==> config.mk <==
export PLATFORM = sky130hd
export DESIGN_NAME = add_share_arbiter
export DESIGN_NICKNAME = d
export VERILOG_FILES = /design/src/rtl/add_share_arbiter.sv
export SDC_FILE = /design/constraint.sdc
export NUM_CORES = 1
export LEC_CHECK = 0
export ABC_AREA = 1
export CAP_MARGIN = 20
export CORE_MARGIN = 1
export CORE_UTILIZATION = 45
export DETAILED_ROUTE_END_ITERATION = 10
export PLACE_DENSITY_LB_ADDON = 0.3
export SLEW_MARGIN = 20
export SYNTH_ARGS = -nofsm -noshare
export SYNTH_HDL_FRONTEND = slang
export SYNTH_SLANG_ARGS = --single-unit
==> constraint.sdc <==
create_clock -name Clk -period 2.28 [get_ports Clk]
set_input_delay 0.456 -clock Clk [delete_from_list [all_inputs] [get_ports Clk]]
set_output_delay 0.456 -clock Clk [all_outputs]
set_load 0.01 [all_outputs]
==> src/rtl/add_share_arbiter.sv <==
// Round-robin arbiter that time-shares a single DATAWIDTH adder among NUM_REQ
// requesters, returning a registered sum with a one-cycle done pulse.
module add_share_arbiter #(
  parameter int DATAWIDTH = 8,
  parameter int NUM_REQ   = 4
) (
  input  logic                           Clk,
  input  logic                           Rst,
  input  logic [NUM_REQ-1:0]             req,
  input  logic [NUM_REQ*DATAWIDTH-1:0]   a_in,
  input  logic [NUM_REQ*DATAWIDTH-1:0]   b_in,
  output logic [NUM_REQ-1:0]             gnt,
  output logic [NUM_REQ-1:0]             done,
  output logic [DATAWIDTH-1:0]           sum_out,
  output logic                           busy
);

  localparam int PTR_W = $clog2(NUM_REQ);

  typedef enum logic [1:0] {IDLE, EXEC, DONE} state_e;

  state_e               state_q;
  logic [NUM_REQ-1:0]   gnt_q;
  logic [NUM_REQ-1:0]   done_q;
  logic [DATAWIDTH-1:0] sum_q;
  logic [DATAWIDTH-1:0] op_a_q;
  logic [DATAWIDTH-1:0] op_b_q;
  logic [PTR_W-1:0]     ptr_q;

  logic [DATAWIDTH-1:0] a_slice [NUM_REQ];
  logic [DATAWIDTH-1:0] b_slice [NUM_REQ];
  logic [NUM_REQ-1:0]   arb_vec;
  logic [NUM_REQ-1:0]   win_onehot;
  logic [PTR_W-1:0]     win_idx;
  logic [PTR_W-1:0]     ptr_d;
  logic                 win_found;
  logic [DATAWIDTH-1:0] add_sum;

  for (genvar g = 0; g < NUM_REQ; g++) begin : g_slice
    assign a_slice[g] = a_in[g*DATAWIDTH +: DATAWIDTH];
    assign b_slice[g] = b_in[g*DATAWIDTH +: DATAWIDTH];
  end

  // The shared ADD: fed only from the operand registers, carry discarded.
  assign add_sum = op_a_q + op_b_q;

  // The requester just served is masked so it cannot win twice in a row.
  assign arb_vec = (state_q == DONE) ? (req & ~gnt_q) : req;

  // NOTE: every variable written in always_comb gets a default first, otherwise
  // paths that skip an assignment infer a latch.
  always_comb begin
    logic [PTR_W-1:0] idx;
    win_found  = 1'b0;
    win_idx    = '0;
    win_onehot = '0;
    for (int k = 0; k < NUM_REQ; k++) begin
      idx = PTR_W'((int'(ptr_q) + k) % NUM_REQ);
      if (!win_found && arb_vec[idx]) begin
        win_found = 1'b1;
        win_idx   = idx;
      end
    end
    win_onehot[win_idx] = 1'b1;
    ptr_d = (win_idx == PTR_W'(NUM_REQ - 1)) ? '0 : win_idx + 1'b1;
  end

  // NOTE: sequential state uses non-blocking assignments so every register
  // samples pre-edge values and simulation matches the synthesized flops.
  always_ff @(posedge Clk or negedge Rst) begin
    if (!Rst) begin
      state_q <= IDLE;
      gnt_q   <= '0;
      done_q  <= '0;
      sum_q   <= '0;
      op_a_q  <= '0;
      op_b_q  <= '0;
      ptr_q   <= '0;
    end else begin
      case (state_q)
        IDLE: begin
          if (win_found) begin
            gnt_q   <= win_onehot;
            op_a_q  <= a_slice[win_idx];
            op_b_q  <= b_slice[win_idx];
            ptr_q   <= ptr_d;
            state_q <= EXEC;
          end
        end
        EXEC: begin
          sum_q   <= add_sum;
          done_q  <= gnt_q;
          state_q <= DONE;
        end
        DONE: begin
          done_q <= '0;
          if (win_found) begin
            gnt_q   <= win_onehot;
            op_a_q  <= a_slice[win_idx];
            op_b_q  <= b_slice[win_idx];
            ptr_q   <= ptr_d;
            state_q <= EXEC;
          end else begin
            gnt_q   <= '0;
            state_q <= IDLE;
          end
        end
        default: begin
          gnt_q   <= '0;
          done_q  <= '0;
          state_q <= IDLE;
        end
      endcase
    end
  end

  assign gnt     = gnt_q;
  assign done    = done_q;
  assign sum_out = sum_q;
  assign busy    = (state_q != IDLE);

endmodule

* Yosys cells after proc, flatten, opt, wreduce, memory -nomap -nowiden
Index checks and enable logic that the tools add are counted.
Operators by class: add/subtract/negate cells 5, order comparisons 7, equality and inequality tests 4, muxes and demuxes 33, bitwise logic cells 4, reductions and logical operators 12
Operators with widths (count):
- 8-bit binary-select mux with 2-bit select | 2
- 8-bit two-way mux | 4
- 2-bit by 3-bit less-than comparator with 1-bit output (second input constant) | 5
- 2-bit two-way mux | 6
- 4-bit two-way mux | 3
- 4-bit case mux with 3 select lines | 1
- 1-bit two-way mux | 10
- 8-bit adder | 1
- 1-bit binary-select mux with 2-bit select | 4
- 4-bit case mux with 2 select lines | 1
- 2-bit case mux with 3 select lines | 1
- 2-bit by 1-bit adder with 2-bit output (second input constant) | 2
- 2-bit adder (second input constant) | 2
- 4-bit AND | 1
- 2-bit equality test (second input constant) | 2
- 1-bit logical AND | 4
- 4-bit inverter | 1
- 2-bit AND reduction | 2
- 3-bit >= comparator (second input constant) | 1
- 1-bit zero test | 3
- 2-bit inverter with 3-bit output | 1
- 1-bit demux with 2-bit select | 1
- 2-bit by 1-bit equality test with 1-bit output (second input constant) | 1
- 2-bit by 1-bit >= comparator with 1-bit output (second input constant) | 1
- other kinds (5) | 5
Word-level totals: register bits 36, input bits 70, output and inout port bits 17, word-level logic and storage cells 72

* Logic depth before layout (Yosys ltp)
depth in word-level cells 21, gate-level depth with buffers 16

* Worst setup path after synthesis
OpenSTA, ideal clock, no wires.
path type register to register, start point register ptr_q[0], end point register ptr_q[1], setup time 0.123 ns, data arrival time 1.867 ns, data required time 2.157 ns, slack 0.290 ns, cell stages (with the launch flop) 14, clock period less this slack 1.990 ns, path through dfrtp_1 buf_6 xnor2_2 nand3_1 nand2_4 nand2_2 nand2_1 nand2_1 nand3_2 buf_6 inv_1 ha_1 nand2_1 o21ai_1
On the way: word-level cells in the longest chain between the ends 14, elaborated cells between the ends (all ways) 29
RTL lines:
- from (decl) | line 28 | logic [PTR_W-1:0] ptr_q;
- from (signal assigned) | line 86 | ptr_q <= ptr_d;
- from (signal assigned) | line 101 | ptr_q <= ptr_d;
- branches (longest 11 deep; another with 2-bit by 1-bit adder with 2-bit output)
- 2-bit two-way mux (*) | line 59 | if (!win_found && arb_vec[idx]) begin
- 2-bit by 1-bit adder with 2-bit output / 2-bit equality test (equally long branches) | line 65 | ptr_d = (win_idx == PTR_W'(NUM_REQ - 1)) ? '0 : win_idx + 1'b1;
- 2-bit two-way mux (*) | line 65
- named net ptr_d[1] | line 35 | logic [PTR_W-1:0] ptr_d;
Mark *: on every way through the listed nets, which the timed path passes. The select of a mux whose other input is x is not followed. A chain may end at the register's enable or synchronous reset.

* Final worst setup path
start point input port req[3], end point register op_a_q[0]
On the way: word-level cells in the longest chain between the ends 18, elaborated cells between the ends (all ways) 29
RTL lines:
- from (decl) | line 9 | input logic [NUM_REQ-1:0] req,
- 4-bit AND | line 48 | assign arb_vec = (state_q == DONE) ? (req & ~gnt_q) : req;
- 4-bit two-way mux (*) | line 48
- 1-bit binary-select mux with 2-bit select | line 59
- 1-bit two-way mux (not written as such) | line 59
- 1-bit two-way mux | line 59
- 1-bit zero test | line 59
- 1-bit logical AND | line 59
- 1-bit two-way mux | line 59
- 1-bit zero test | line 59
- 1-bit logical AND | line 59
- 1-bit two-way mux | line 59
- 1-bit zero test | line 59
- 1-bit logical AND | line 59
- 2-bit two-way mux | line 59
- 2-bit inverter with 3-bit output (not written as such) | line 84, 99
- 8-bit binary-select mux with 2-bit select | line 84, 99
- 8-bit two-way mux (not written as such) (2 in series) | line 84, 99
- to (signal assigned) | line 84 | op_a_q <= a_slice[win_idx];
- to (signal assigned) | line 99 | op_a_q <= a_slice[win_idx];
- to (decl) | line 26 | logic [DATAWIDTH-1:0] op_a_q;
Every way passes the cells marked *; elsewhere a longest branch is shown, timed or not. The select of a mux whose other input is x is not followed.

==> metrics.md <==
| Metric | Value |
|---|---|
| Die H | `77.44 µm` |
| I/O Buffers | `86` |
| TritonCTS clock tree | `yes` |
| Rel. slew slack | `69.51%` |
| Placed Area | `3493 µm²` |
| First-pass GRT wire length | `10910 µm` |
| FMAX | `roughly 470 MHz` |
| Worst-skew pair later-pin latency | `280 ps` |
| Post-DP HPWL | `5040 µm` |
| Register Area | `902.1 µm²` |
| H-tree Lvls | `2` |
| Final non-filler cell total | `510` |
| WHS Path Cells | `2` |
| Nets@finish | `~520` |
| Detailed Route Iter0 Violations | `137` |
| Setup TNS | `0 ps` |
| Drt pass-1 iters | `4` |
| Syn Inst Count | `350` |
| Largest net degree at the start of global routing | `37` |
| Clock sinks | `36` |
| Leak | `1.708 nW` |
| Period utilisation layout | `around 90%` |
| Antenna-violating nets left | `0` |
| Final WL | `6687 µm` |
| Cell area after layout | `~3700 µm²` |
| EDFF count, synth | `0` |
| Multi-input logic area | `1469 µm²` |
| Vias in the first global route | `2462` |
| CTS clk-pin slew, worst paths | `around 60 ps` |
| Startpoint Class | `primary input` |
| Post-DR vias/cell | `5.278` |
| Req. time, crit path | `2450 ps` |
| Critical path arrival | `between 2000 and 2500 ps` |
| WL per Instance | `13.11 µm` |
| Reg2reg path depth | `13` |
| Core Box Area | `~5500 µm²` |
| Yosys warnings | `0` |
| Global Route Usage Sum | `between 20% and 30%` |
| Max cap viols | `0` |
| DR vias | `roughly 2700` |
| Root Buffer | `clkbuf_8` |
| TritonCTS Buffers | `5` |
| Status | `finished clean` |
| Cell Rows | `27` |
| Reg2reg start | `ptr_q[0]` |
| Ports | `87` |
| Clk buf depth | `2` |
| Dpl ws | `-64.77 ps` |
| Die span in x | `77.44 µm` |
| Peak fanout along the critical path | `32` |
| Clock Skew | `8.474 ps` |
| Total power | `6.476 mW` |
| Final worst slack | `166.4 ps` |
| Max Slew Vio Count | `0` |
| Hold Path Origin | `sum_out[0]` |
| Initial antenna violation count | `0` |
| GR Overflow Total | `0` |
| Unrepaired setup endpoints after global routing | `false` |
| Final hold vios | `0` |
| Hold Crit Class | `reg2reg` |
| Hold_ws | `469.1 ps` |
| Synth unique cells | `29` |
| P&R area growth vs syn | `42.75%` |
| Peak supply drop | `between 0.8 and 0.9 mV` |
| # diodes | `0` |
| Setup crit end kind | `register` |
| Least-Margin Pin Slew | `457.4 ps` |
| Pwr/cell area | `1771 nW/µm²` |
| Worst Setup SP | `req[3]` |
| Ys flop type | `dfrtp_1` |
| Min Clock Period, post-route | `2114 ps` |
| Share of synthesized flip-flops with an asynchronous set or reset | `100.0%` |
| FF+latch count, synth | `36` |
| Critical path class | `in2reg` |
| Layout cells sized above 1 | `10.50%` |
| Syn_area_per_cell | `7.318 µm²` |
| Part of the Yosys area used for sequential elements | `35.17%` |
| Starting density of the core | `a little under half` |
| Final core occ | `between 60% and 70%` |
| Placed Cells | `between 400 and 500` |
| Final Wtd Congestion | `0.8665` |
| Fill cells | `468` |
| Final setup fails | `0` |
| Die area | `roughly 6000 µm²` |
| Residual DRC | `0` |
| Post-synth net total | `~430` |
| Mapped Area | `2561 µm²` |
-- final timing paths --
kind | end | slack [ps]
max | op_a_q[0] | 170
min | sum_out[0] | 470
max reg2reg | op_a_q[0] | 180
min reg2reg | sum_out[0] | 470
max in group asynchronous | ptr_q[0] | 1340
min in group asynchronous | state_q[1] | 600
-- state kept, by name, indices dropped and copies added (netlist names) --
register / count
op_a_q: 8
op_b_q: 8
sum_out: 8
done: 4
gnt: 4
ptr_q: 2
state_q: 2
-- Yosys cell counts (2+ instances only) --
cell,instances,share of area [%]
a21oi_1,6,1.2
buf_2,4,0.78
buf_4,6,1.8
buf_6,6,2.6
clkbuf_1,2,0.29
dfrtp_1,36,35
ha_1,11,5.4
inv_1,16,2.3
inv_2,5,0.73
nand2_1,107,16
nand2_2,3,0.73
nand2_4,2,0.88
nand3_1,107,21
nand3_2,5,2.0
nor2_1,4,0.59
o21ai_0,16,3.1
xor2_1,2,0.68
-- cell usage in the layout, fill, tap and decap left out, drive strengths merged, types with 2 or more instances in the layout --
cell type,synthesis,routed
o21ai,18,18
dfrtp,36,36
xor2,2,2
ha,11,11
clkdlybuf4s50,0,86
clkbuf,2,7
buf,17,12
a21oi,7,7
nand3,112,112
nand2,112,112
xnor2,2,2
nor2,5,5
nand4,2,2
inv,21,21
-- per-layer routing --
layer	vias to the layer above	GRT usage (%)	wire length (µm)
li1	1349	-	-
met1	1214	29.77	2947
met2	113	37.35	3250
met3	16	3.765	378
met4	0	7.358	111
met5	-	0	0
-- critical path: stages --
cell	delay, ps
clkdlybuf4s50_1	490
nand3_1	170
nand3_2	150
nand2_4	90
nand2_2	100
nand2_1	70
nand2_1	80
nand3_2	130
buf_12	200
nand2_1	70
nand3_1	90
nand3_1	130
nand2_1	60
-- repair_timing --
item | CTS | global route
gates resized for setup | 0 | 7
endpoints found under the hold margin | 0 | 0
buffers inserted | 0 | 3
setup endpoints to repair | 0 | 17
hold buffers | 0 | 0
-- power by group --
part	switching, mW	internal, mW
Clock	0.209	0.324
Combinational	2.75	1.97
Sequential	0.249	0.975
-- cells by family after synthesis --
family	count (synthesis)	share of synthesized area, %
XOR/XNOR	4	1.661
flip-flops	36	35.17
AND/OR/NAND/NOR	231	42.31
AO/OA/AOI/OAI	27	6.009
adder cells (fa/ha/maj)	12	6.155
buffers and inverters	40	8.696
-- final cells by class --
cell class / instances / area share (%)
tap: 72 / 2.464
clock inverter: 2 / 0.9582
inverter: 21 / 2.225
timing repair buffer: 99 / 27.52
sequential: 36 / 24.67
multi-input combinational: 274 / 40.18
clock buffer: 6 / 1.985
Power figures use the tool's default switching activity.
